<file path="src/rtl/ko4_mul_merge_pkg.sv">
// ---------------------------------------------------------------------------
// ko4_mul_merge_pkg
// Shared sizing and types for the KO4 multiplier recombination (merge) stage.
//   DATA_WIDTH    operand width
//   KO_PARAMETER  slice count
//   SLICE_W       slice width            (DATA_WIDTH / KO_PARAMETER)
//   COEF_W        coefficient width      (2*SLICE_W + 2, four summed products)
//   NCOEF         coefficients / product (2*KO_PARAMETER - 1)
//   PROD_W        final product width    (2*DATA_WIDTH)
//   IDX_W         coefficient index / beat counter width
// ---------------------------------------------------------------------------
package ko4_mul_merge_pkg;

  localparam int DATA_WIDTH   = 72;
  localparam int KO_PARAMETER = 4;
  localparam int SLICE_W      = DATA_WIDTH / KO_PARAMETER;
  localparam int COEF_W       = 2 * SLICE_W + 2;
  localparam int NCOEF        = 2 * KO_PARAMETER - 1;
  localparam int PROD_W       = 2 * DATA_WIDTH;
  localparam int IDX_W        = 3;

  // Merge control states.
  typedef enum logic [1:0] {
    ST_IDLE  = 2'd0,
    ST_ACCUM = 2'd1,
    ST_OUT   = 2'd2
  } merge_state_e;

  // Zero-extend a coefficient to the product width before shifting, so no
  // high coefficient bits are lost before they reach the product boundary.
  function automatic logic [PROD_W-1:0] zext_coef(input logic [COEF_W-1:0] c);
    return {{(PROD_W - COEF_W){1'b0}}, c};
  endfunction

endpackage

</file>
<file path="src/rtl/ko4_mul_merge_if.sv">
// ---------------------------------------------------------------------------
// ko4_mul_merge_if
// Coefficient-in / product-out stream bundle for ko4_mul_merge.
//   flush      synchronous abort of the in-progress product
//   in_valid   coefficient beat valid
//   in_ready   merge can accept a beat
//   in_coef    coefficient c_k (beat k carries c_k)
//   in_idx     coefficient index tag
//   out_valid  product valid
//   out_ready  downstream accepts the product
//   out_prod   final product
//   err        sticky index-mismatch flag
// Modports: slave = the merge stage, master = the surrounding logic.
// ---------------------------------------------------------------------------
interface ko4_mul_merge_if;
  import ko4_mul_merge_pkg::*;

  logic              flush;
  logic              in_valid;
  logic              in_ready;
  logic [COEF_W-1:0] in_coef;
  logic [IDX_W-1:0]  in_idx;
  logic              out_valid;
  logic              out_ready;
  logic [PROD_W-1:0] out_prod;
  logic              err;

  modport slave (
    input  flush, in_valid, in_coef, in_idx, out_ready,
    output in_ready, out_valid, out_prod, err
  );

  modport master (
    output flush, in_valid, in_coef, in_idx, out_ready,
    input  in_ready, out_valid, out_prod, err
  );

endinterface

</file>
<file path="src/rtl/ko4_merge_shift_add.sv">
// ---------------------------------------------------------------------------
// ko4_merge_shift_add
// Combinational shift-and-add: sum = acc + (coef << cnt*SLICE_W), modulo
// 2^PROD_W. Kept in its own module so the barrel-shift/add path is a single
// timing-isolated block.
//   acc   running partial product
//   coef  incoming coefficient
//   cnt   coefficient index (selects the slice-aligned shift)
//   sum   updated partial product
// ---------------------------------------------------------------------------
module ko4_merge_shift_add
  import ko4_mul_merge_pkg::*;
(
  input  logic [PROD_W-1:0] acc,
  input  logic [COEF_W-1:0] coef,
  input  logic [IDX_W-1:0]  cnt,
  output logic [PROD_W-1:0] sum
);

  logic [PROD_W-1:0] coef_ext;
  logic [PROD_W-1:0] shifted;

  assign coef_ext = zext_coef(coef);

  // Shifts are multiples of SLICE_W only, so a mux of constant shifts is
  // enough; bits shifted past PROD_W fall off, giving modular arithmetic.
  always_comb begin
    // NOTE: assign a default before the selection so every path drives
    // shifted; otherwise synthesis infers a latch for unmatched cnt values.
    shifted = '0;
    for (int k = 0; k < NCOEF; k++) begin
      if (cnt == IDX_W'(k)) begin
        shifted = coef_ext << (k * SLICE_W);
      end
    end
  end

  assign sum = acc + shifted;

endmodule

</file>
<file path="src/rtl/ko4_mul_merge.sv">
// ---------------------------------------------------------------------------
// ko4_mul_merge
// Recombination stage of the KO4 multiplier. Accepts the NCOEF slice
// convolution coefficients c0..c6 (lowest index first) as a valid/ready
// stream, accumulates P = sum(c_i << i*SLICE_W) in a single accumulator and
// presents P on a held valid/ready output.
//   clk   clock, rising edge
//   rst   asynchronous reset, active-high
//   bus   ko4_mul_merge_if.slave (flush, coefficient input, product output)
// Configuration:
//   KO_MERGE_IDX_CHK_EN  when defined, each accepted beat's in_idx is
//                        compared with the expected index; a mismatching
//                        beat is consumed without effect and sets the sticky
//                        err flag. When undefined, in_idx is ignored and
//                        err is tied low.
// ---------------------------------------------------------------------------
module ko4_mul_merge
  import ko4_mul_merge_pkg::*;
(
  input  logic            clk,
  input  logic            rst,
  ko4_mul_merge_if.slave  bus
);

  localparam logic [IDX_W-1:0] LAST_IDX = IDX_W'(NCOEF - 1);

  merge_state_e      state;
  logic [IDX_W-1:0]  cnt;
  logic [PROD_W-1:0] acc;
  logic              in_ready_q;
  logic              out_valid_q;

  logic              accept;
  logic              idx_ok;
  logic [PROD_W-1:0] acc_base;
  logic [PROD_W-1:0] acc_next;

  // A beat transfers only when the registered ready is high; ready never
  // looks at out_ready, so there is no output-to-input bypass.
  assign accept = bus.in_valid & in_ready_q;

  // The first beat of a product starts from zero, not from the previous
  // product still sitting in acc.
  assign acc_base = (state == ST_IDLE) ? '0 : acc;

`ifdef KO_MERGE_IDX_CHK_EN
  assign idx_ok = (bus.in_idx == cnt);
`else
  assign idx_ok = 1'b1;
  logic unused_idx;
  assign unused_idx = ^bus.in_idx;
`endif

  ko4_merge_shift_add u_shift_add (
    .acc  (acc_base),
    .coef (bus.in_coef),
    .cnt  (cnt),
    .sum  (acc_next)
  );

  always_ff @(posedge clk or posedge rst) begin
    // NOTE: sequential state uses non-blocking assignments so every register
    // samples pre-edge values regardless of statement order.
    if (rst) begin
      state       <= ST_IDLE;
      cnt         <= '0;
      acc         <= '0;
      in_ready_q  <= 1'b1;
      out_valid_q <= 1'b0;
    end else if (bus.flush) begin
      // Abort wins over any same-cycle handshake; that beat/product is lost.
      state       <= ST_IDLE;
      cnt         <= '0;
      acc         <= '0;
      in_ready_q  <= 1'b1;
      out_valid_q <= 1'b0;
    end else begin
      unique case (state)
        ST_IDLE: begin
          if (accept && idx_ok) begin
            acc   <= acc_next;
            cnt   <= IDX_W'(1);
            state <= ST_ACCUM;
          end
        end

        ST_ACCUM: begin
          // in_valid gaps simply hold state, cnt and acc.
          if (accept && idx_ok) begin
            acc <= acc_next;
            if (cnt == LAST_IDX) begin
              cnt         <= '0;
              state       <= ST_OUT;
              in_ready_q  <= 1'b0;
              out_valid_q <= 1'b1;
            end else begin
              cnt <= cnt + IDX_W'(1);
            end
          end
        end

        ST_OUT: begin
          // acc is frozen here, so out_prod stays stable under backpressure.
          if (out_valid_q && bus.out_ready) begin
            state       <= ST_IDLE;
            in_ready_q  <= 1'b1;
            out_valid_q <= 1'b0;
          end
        end

        default: begin
          state       <= ST_IDLE;
          cnt         <= '0;
          in_ready_q  <= 1'b1;
          out_valid_q <= 1'b0;
        end
      endcase
    end
  end

`ifdef KO_MERGE_IDX_CHK_EN
  logic err_q;

  // Sticky until reset or flush.
  always_ff @(posedge clk or posedge rst) begin
    if (rst) begin
      err_q <= 1'b0;
    end else if (bus.flush) begin
      err_q <= 1'b0;
    end else if (accept && !idx_ok) begin
      err_q <= 1'b1;
    end
  end

  assign bus.err = err_q;
`else
  assign bus.err = 1'b0;
`endif

  assign bus.in_ready  = in_ready_q;
  assign bus.out_valid = out_valid_q;
  assign bus.out_prod  = acc;

endmodule

</file>
<file path="src/flat_wrapper.sv">
// flat-port wrapper written by rule: the top's interface ports become plain ports
module ko4_mul_merge_flat import ko4_mul_merge_pkg::*;
  (clk, rst, bus_flush, bus_in_valid, bus_in_coef, bus_in_idx, bus_out_ready, bus_in_ready, bus_out_valid, bus_out_prod, bus_err);
  ko4_mul_merge_if bus_i ();
  input  logic clk;
  input  logic rst;
  input wire logic [$bits(bus_i.flush)-1:0] bus_flush;
  input wire logic [$bits(bus_i.in_valid)-1:0] bus_in_valid;
  input wire logic [$bits(bus_i.in_coef)-1:0] bus_in_coef;
  input wire logic [$bits(bus_i.in_idx)-1:0] bus_in_idx;
  input wire logic [$bits(bus_i.out_ready)-1:0] bus_out_ready;
  output wire logic [$bits(bus_i.in_ready)-1:0] bus_in_ready;
  output wire logic [$bits(bus_i.out_valid)-1:0] bus_out_valid;
  output wire logic [$bits(bus_i.out_prod)-1:0] bus_out_prod;
  output wire logic [$bits(bus_i.err)-1:0] bus_err;
  assign bus_i.flush = bus_flush;
  assign bus_i.in_valid = bus_in_valid;
  assign bus_i.in_coef = bus_in_coef;
  assign bus_i.in_idx = bus_in_idx;
  assign bus_i.out_ready = bus_out_ready;
  assign bus_in_ready = bus_i.in_ready;
  assign bus_out_valid = bus_i.out_valid;
  assign bus_out_prod = bus_i.out_prod;
  assign bus_err = bus_i.err;
  ko4_mul_merge u_core (.clk(clk), .rst(rst), .bus(bus_i));
endmodule
</file>
<file path="config.mk">
export PLATFORM = sky130hd
export DESIGN_NAME = ko4_mul_merge_flat
export DESIGN_NICKNAME = d
export VERILOG_FILES = /design/src/rtl/ko4_mul_merge_pkg.sv /design/src/rtl/ko4_mul_merge_if.sv /design/src/rtl/ko4_merge_shift_add.sv /design/src/rtl/ko4_mul_merge.sv /design/src/flat_wrapper.sv
export SDC_FILE = /design/constraint.sdc
export NUM_CORES = 1
export LEC_CHECK = 0
export CAP_MARGIN = 0
export CELL_PAD_IN_SITES_DETAIL_PLACEMENT = 0
export CELL_PAD_IN_SITES_GLOBAL_PLACEMENT = 1
export CORE_ASPECT_RATIO = 1.5
export CORE_MARGIN = 2
export CORE_UTILIZATION = 44
export CTS_BUF_LIST = sky130_fd_sc_hd__clkbuf_4
export DETAILED_ROUTE_END_ITERATION = 10
export HOLD_SLACK_MARGIN = 0.1
export PLACE_DENSITY = 0.92
export SLEW_MARGIN = 20
export SYNTH_ARGS = -nofsm -noshare
export SYNTH_HDL_FRONTEND = slang
export SYNTH_SLANG_ARGS = --single-unit
</file>
<file path="constraint.sdc">
create_clock -name clk -period 7.89 [get_ports clk]
set_input_delay 2.367 -clock clk [delete_from_list [all_inputs] [get_ports clk]]
set_output_delay 2.367 -clock clk [all_outputs]
set_load 0.01 [all_outputs]
</file>
==> results.md, run 1 <==
* GR Overflow Total at 0
* Setup-failing EPs final at 0
* Vias per cell at 6.23
* Hold Vio Cnt, Final at 0
* Worst slew pin tran at 1050 ps
* Post-synth EDFFs at 0
* Max-cap violations at 0
* Critical path's top delay family: compound AO/OA/AOI/OAI gates
* Outcome: finished clean
* CTS sink cnt at 151
* Num CTS Buffers at 17
* Post-synthesis sequential area ratio at 0.223
* CP max-delay cell: a221oi_1
* Vias in the first global route at 17900
* Detailed placer's ending HPWL at 53900 um
* TritonRoute pass-1 iters at 6
* Syn_nets at 2477
* Sequential cell area at 3780 um^2
* Rel. slew slack at 0.298
* Mapped cell area at 17000 um^2
* Clock buffer depth at 2
* Avg Cell Area, Syn at 7.42 um^2
* Clk root buf: clkbuf_4
* Nets at 2603
* Ys flop type: dfrtp_1
* Synth Warn # at 0
* Tot GR Track Use at 0.343
* Synthesis-to-layout area growth at 16.7%
* Final GP Congestion at 1.04
* CP Data Arrival Time at 7520 ps
* Post-synth ARST share at 1.00
* Final Critical Period at 7020 ps
* Hold Buf Count CTS at 0
* Synth area leader: dfrtp_1
* Synth top area cells: dfrtp_1, ha_1, o21ai_0
* Worst skew pair latency at 650 ps
* Unrepaired setup endpoints after global routing: false
* Number of cells on the critical path at 17
* Initial core utilization at 0.444
* Port bufs at 188
* Rows at 88
* DRT Wirelength at 69400 um
* Ports at 193
* Power Total at 0.00198 W
* Share of the synthesized area in the top cell type at 0.221
* Wirelength per Cell at 23.7 um
* Max frequency at 142 MHz
* Distinct cells, synth at 79
* CP most frequent cell: a21oi_1
* Largest net degree at the start of global routing at 77
* Mapped Cells at 2286
* Pleak at 8.38 nW
* Crit path cell chain: clkdlybuf4s50_1, a32o_1, a222oi_1, inv_1, ha_1, a21oi_1, o21bai_1, a21oi_1, o221ai_1, a221oi_1, nand2b_1, nand3_1, a31oi_1, o21ai_1, a311oi_1, xor2_1, o21ai_0
* Area of the core at 38200 um^2
* Setup Skew at 31.5 ps
* Hold path cells at 2
* CTS resizes at 0
* Pwr dens at 99.9 nW/um^2
* # DRC at 0
* CP Launch Type: primary input
* Synthesized flop and latch total at 151
* Drt first-iter violations at 1354
* CTS tree: yes
* Critical path class: in2reg
* Multi-input gate area at 12400 um^2
* Critical path endpoint category: register
* R2R depth at 22
* CP Max Fanout at 7
* Max-slew violations at 0
* CP required at 8390 ps
* H-tree levels at 4
* Die width at 164 um
* Via count at 18200
* Fillers at 3769
* Tightest Hold Check Type: reg2reg
* Post-DRT Antenna Nets at 0
* Die area at 40200 um^2
* Setup TNS Final at 0 ps
* CP bufs+invs at 2
* Post-CTS Setup Repair Bufs at 0
* Clock slew at reported path FFs at 150 ps
* Die H at 244 um
* First-pass GRT wire length at 104000 um
* Worst vdd ir at 0.0000893 V
* Period utilisation layout at 0.890
* Max stage delay on crit path at 700 ps
* Fraction of layout cells with a size suffix above 1 at 0.0590
* Initial antenna violation count at 4
power breakdown:
group	switching, W	internal [W]
sequential	0.0000268	0.000801
clock	0.000324	0.000261
combinational	0.000357	0.000207
synthesized netlist by cell type, types with 18 or more instances:
library cell / number
a21o_1: 61
a21oi_1: 216
a22o_1: 86
a22oi_1: 18
a31oi_1: 21
and3_1: 44
clkbuf_1: 141
dfrtp_1: 150
ha_1: 144
inv_1: 50
mux2i_1: 18
nand2_1: 263
nand3_1: 21
nand4_1: 63
nor2_1: 171
nor2b_1: 155
nor3_1: 32
o21ai_0: 235
o21bai_1: 43
xnor2_1: 80
xor2_1: 61
placed cells by master, fill, tap and decap left out, drive strengths merged, types with 7 or more instances in the layout:
cell,count
and2,14
nor2b,156
clkbuf,21
o21ai,253
a31oi,22
o21a,14
o211ai,13
clkdlybuf4s50,188
inv,50
nand4,64
a22oi,18
or2,12
nand2,263
nor3,32
nor4,14
nand2b,11
a211oi,7
xor2,61
a21o,61
buf,70
and3,44
dfrtp,150
a22o,86
o21bai,43
nand3,21
xnor2,80
or3,10
nor2,171
mux2i,18
a21oi,219
ha,144
a21boi,8
o31ai,8
worst min-delay path: stages (launching register included):
cell,delay (ps)
dfrtp_1,380
nand2_1,50
o21ai_0,60
stage by stage:
step | cell area [um^2] | setup WS [ps] | instances | util | hold slack [ps]
after global routing | 19800 | 805 | 2922 | 0.518 | 554
after CTS | 19800 | 1120 | 2919 | 0.518 | 521
after detailed placement | 19500 | 439 | 2888 | 0.509 | 489
final | 19800 | 866 | 2924 | 0.518 | 514
after floorplan | 17000 | 1460 | 2286 | - | 528
after global placement | 19500 | 503 | 2888 | 0.509 | 480
layout make-up:
class,instances,area share
Antenna cell,5,0.000632
Clock buffer,21,0.00797
Multi-Input combinational cell,1934,0.629
Clock inverter,10,0.00778
Inverter,50,0.00974
Timing Repair Buffer,258,0.123
Sequential cell,151,0.191
Tap cell,495,0.0313
cells by family after synthesis:
family          share of synthesized area
fa+ha+maj                           0.107
other cells                      0.000221
buf+inv                            0.0453
simple gates                        0.238
mux                                0.0106
flops                               0.223
compound gates                      0.303
xor+xnor                           0.0728
flip-flops by register name (all words and copies together) (netlist names):
register and count:
u_core.bus.out_prod 144, u_core.cnt 3, u_core.state 2, u_core.bus.in_ready 1, u_core.bus.out_valid 1
worst paths after layout:
kind                                          from                        to  slack [ps]
setup reg to reg                     u_core.cnt[2]  u_core.bus.out_prod[142]        1320
setup / recovery                    bus_in_coef[1]  u_core.bus.out_prod[142]         870
hold / removal             u_core.bus.out_prod[22]   u_core.bus.out_prod[22]         510
hold reg to reg            u_core.bus.out_prod[22]   u_core.bus.out_prod[22]         510
max in group asynchronous                      rst  u_core.bus.out_prod[111]        4540
min in group asynchronous                      rst   u_core.bus.out_prod[56]        2190
metal layers:
layer  global-route usage  vias to the layer above  routed length [um]
li1                     -                     8544                   -
met1                0.393                     8623               26300
met2                0.581                      824               33200
met3               0.0648                      209                4830
met4                0.216                        4                4940
met5                    0                        -                  25
(Power assumes the default switching activity.)
==> run 2, diff against run 1 <==
- ABC_CLOCK_PERIOD_IN_PS: default -> 7890
- RECOVER_POWER: default -> 100
- SKIP_LAST_GASP: default -> 1
==> run 2 against run 1 <==
Compared with the run above:
- largest power group unchanged
- the flow now finishes with violations (max-capacitance violations, max-slew violations)
- core utilization down 0.35 points
- sequential share of layout area up 0.13 points
- highest routed layer unchanged
- register-to-register slack worse by 260 ps
- sequential power about the same
- combinational power down 3%
- clock power about the same
- hold slack worse by 6.8 ps
- critical path depth up 3
==> results.md, run 2 (synthesis gave the netlist of run 1 again) <==
* Outcome: complete, but fails checks
* Failing checks: max-capacitance violations, max-slew violations
* Die width at 164 um (unchanged)
* Fraction of layout cells with a size suffix above 1 at 0.0458 (-0.0132)
* R2R depth at 22 (unchanged)
* Detailed placer's ending HPWL at 53900 um (unchanged)
* Vias per cell at 6.22 (about the same)
* Nets at 2603 (unchanged)
* Clock slew at reported path FFs at 140 ps (about the same)
* Max reg flops at 144 (unchanged)
* Initial core utilization at 0.444 (unchanged)
* Rows at 88 (unchanged)
* Max stage delay on crit path at 630 ps (-70 ps)
* Critical R2R Launch: u_core.cnt[2]
* Drt first-iter violations at 1360 (+0.44%)
* Ports at 193 (unchanged)
* First-pass GRT wire length at 104000 um (unchanged)
* Commonest non-fill, non-tap cell in the layout: nand2_1
* H-tree levels at 4 (unchanged)
* Critical path endpoint category: register
* Setup TNS Final at 0 ps (unchanged)
* CP bufs+invs at 2 (unchanged)
* Tot GR Track Use at 0.343 (unchanged)
* CTS tree: yes
* # DRC at 0 (unchanged)
* Wirelength per Cell at 23.7 um (-0.21%)
* Clock buffer depth at 2 (unchanged)
* Clk root buf: clkbuf_4
* Worst R2R End: u_core.bus.out_prod[142]
* Rel. slew slack at -1.30 (-1.60)
* Pwr dens at 99.7 nW/um^2 (-0.24%)
* Max-cap violations at 6 (+6)
* Die H at 244 um (unchanged)
* Synthesis-to-layout area growth at 15.9%
* GR Overflow Total at 0 (unchanged)
* Max frequency at 136 MHz (-4.6%)
* Max-slew violations at 303 (+303)
* CP max-delay cell: dlygate4sd3_1
* CP Data Arrival Time at 7770 ps (+250 ps)
* Crit path cell chain: dlygate4sd3_1, nor2b_1, a21oi_1, o21ai_0, and2_0, ha_1, nand4_1, nor2_1, nand3_1, a311o_1, and2_0, or2_2, o21ai_0, a21boi_0, nor4_1, clkbuf_1, or2_2, a21oi_1, xor2_1, o21ai_0
* Worst vdd ir at 0.0000889 V (-0.46%)
* CP Max Fanout at 7 (unchanged)
* Unrepaired setup endpoints after global routing: false
* Die area at 40200 um^2 (unchanged)
* Largest net degree at the start of global routing at 77 (unchanged)
* Initial antenna violation count at 4 (unchanged)
* Worst min-delay path startpoint: u_core.bus.out_prod[22]
* Vias in the first global route at 17900 (unchanged)
* Setup Skew at 32.1 ps (+0.592 ps)
* Most frequent cells in the layout: nand2_1, o21ai_0, a21oi_1
* Hold path cells at 2 (unchanged)
* Pleak at 8.77 nW (+4.6%)
* Hold Vio Cnt, Final at 0 (unchanged)
* CP most frequent cell: o21ai_0
* Post-DRT Antenna Nets at 0 (unchanged)
* CTS resizes at 0 (unchanged)
* R2R Setup Slk at 1060 ps (-260 ps)
* Post-CTS Setup Repair Bufs at 0 (unchanged)
* Tightest Hold Check Type: reg2reg
* Port bufs at 188 (unchanged)
* Num CTS Buffers at 17 (unchanged)
* Worst Hold Path EP: u_core.bus.out_prod[22]
* Final GP Congestion at 1.04 (unchanged)
* Fillers at 3792 (+0.61%)
* DRT Wirelength at 69200 um (-0.24%)
* TritonRoute pass-1 iters at 7 (+1)
* Worst slew pin tran at 3430 ps (+2380 ps)
* CTS sink cnt at 151 (unchanged)
* Final Core Density at 0.515 (-0.00347)
* CP required at 8300 ps (-90 ps)
* CP Launch Type: primary input
* Worst skew pair latency at 650 ps (about the same)
* Area of the core at 38200 um^2 (unchanged)
* Critical path's top delay family: simple AND/OR/NAND/NOR gates
* Setup-failing EPs final at 0 (unchanged)
* Critical path class: in2reg
* Via count at 18200 (-0.077%)
* Period utilisation layout at 0.934 (+0.0433)
* Hold Buf Count CTS at 0 (unchanged)
* Final Critical Period at 7370 ps (+342 ps)
## run 2: changes by cell type in the layout (fill, tap and decap cells not counted), sizes merged
cell / before / now
buf: 70 / 52
clkbuf: 21 / 39
clkdlybuf4s50: 188 / 36
clkinvlp: 1 / 2
diode: 5 / 4
dlygate4sd3: 0 / 152
inv: 50 / 49
## run 2: worst register-to-register path, stage by stage (launching register included)
cell	delay, ps
dfrtp_1	870
inv_1	260
ha_1	430
or2_2	500
nor2_1	140
buf_4	230
a22o_1	190
ha_1	310
a21oi_1	240
o21ai_0	170
a221oi_1	370
o21ai_0	220
nor4_1	380
clkbuf_1	220
o41ai_1	110
clkbuf_1	180
nand4_1	200
nand3_1	160
a31oi_1	440
o21ai_0	260
a311oi_1	430
xor2_1	210
o21ai_0	100
## run 2: cell type report
type                            count  area [um^2]  share of cell area
Clock buffer                       21          158             0.00802
Antenna cell                        4         10.0            0.000509
Timing Repair Buffer              258         2360               0.120
Tap cell                          495          619              0.0315
Sequential cell                   151         3780               0.192
Multi-Input combinational cell   1934        12400               0.630
Inverter                           50          189             0.00961
Clock inverter                     10          154             0.00783
## run 2: layer usage
metal | track usage | wire (um)
met5 | 0 | 25
met2 | 0.581 | 33200
met4 | 0.216 | 4980
met3 | 0.0648 | 4590
met1 | 0.393 | 26400
## run 2: worst max-delay path by stage
stage / startpoint / end / cells past startpoint / slack [ps]
finish: bus_in_coef[37] / u_core.bus.out_prod[103] / 20 / 520
global route: bus_in_coef[37] / u_core.bus.out_prod[103] / 20 / 400
CTS: bus_in_coef[37] / u_core.bus.out_prod[142] / 22 / 1120
detailed placement: bus_in_coef[37] / u_core.bus.out_prod[142] / 22 / 440
global placement: bus_in_coef[1] / u_core.bus.out_prod[142] / 17 / 500
floorplan: rst / u_core.bus.out_prod[0] / 1 / 1460
## run 2: where the power goes
| group | switching (W) | internal (W) |
|---|---|---|
| logic | 0.000354 | 0.000194 |
| clock network | 0.000322 | 0.000261 |
| registers | 0.0000256 | 0.000802 |
## run 2: per-stage QoR
stage	hold WS [ps]	setup WS (ps)	std cells	area (um^2)	total power, W
CTS	521	1120	2919	19800	0.00198
global placement	480	503	2888	19500	0.00139
floorplan	528	1460	2286	17000	0.00116
detailed placement	489	439	2888	19500	0.00139
global route	549	401	2922	19700	0.00204
finish	508	524	2923	19700	0.00196
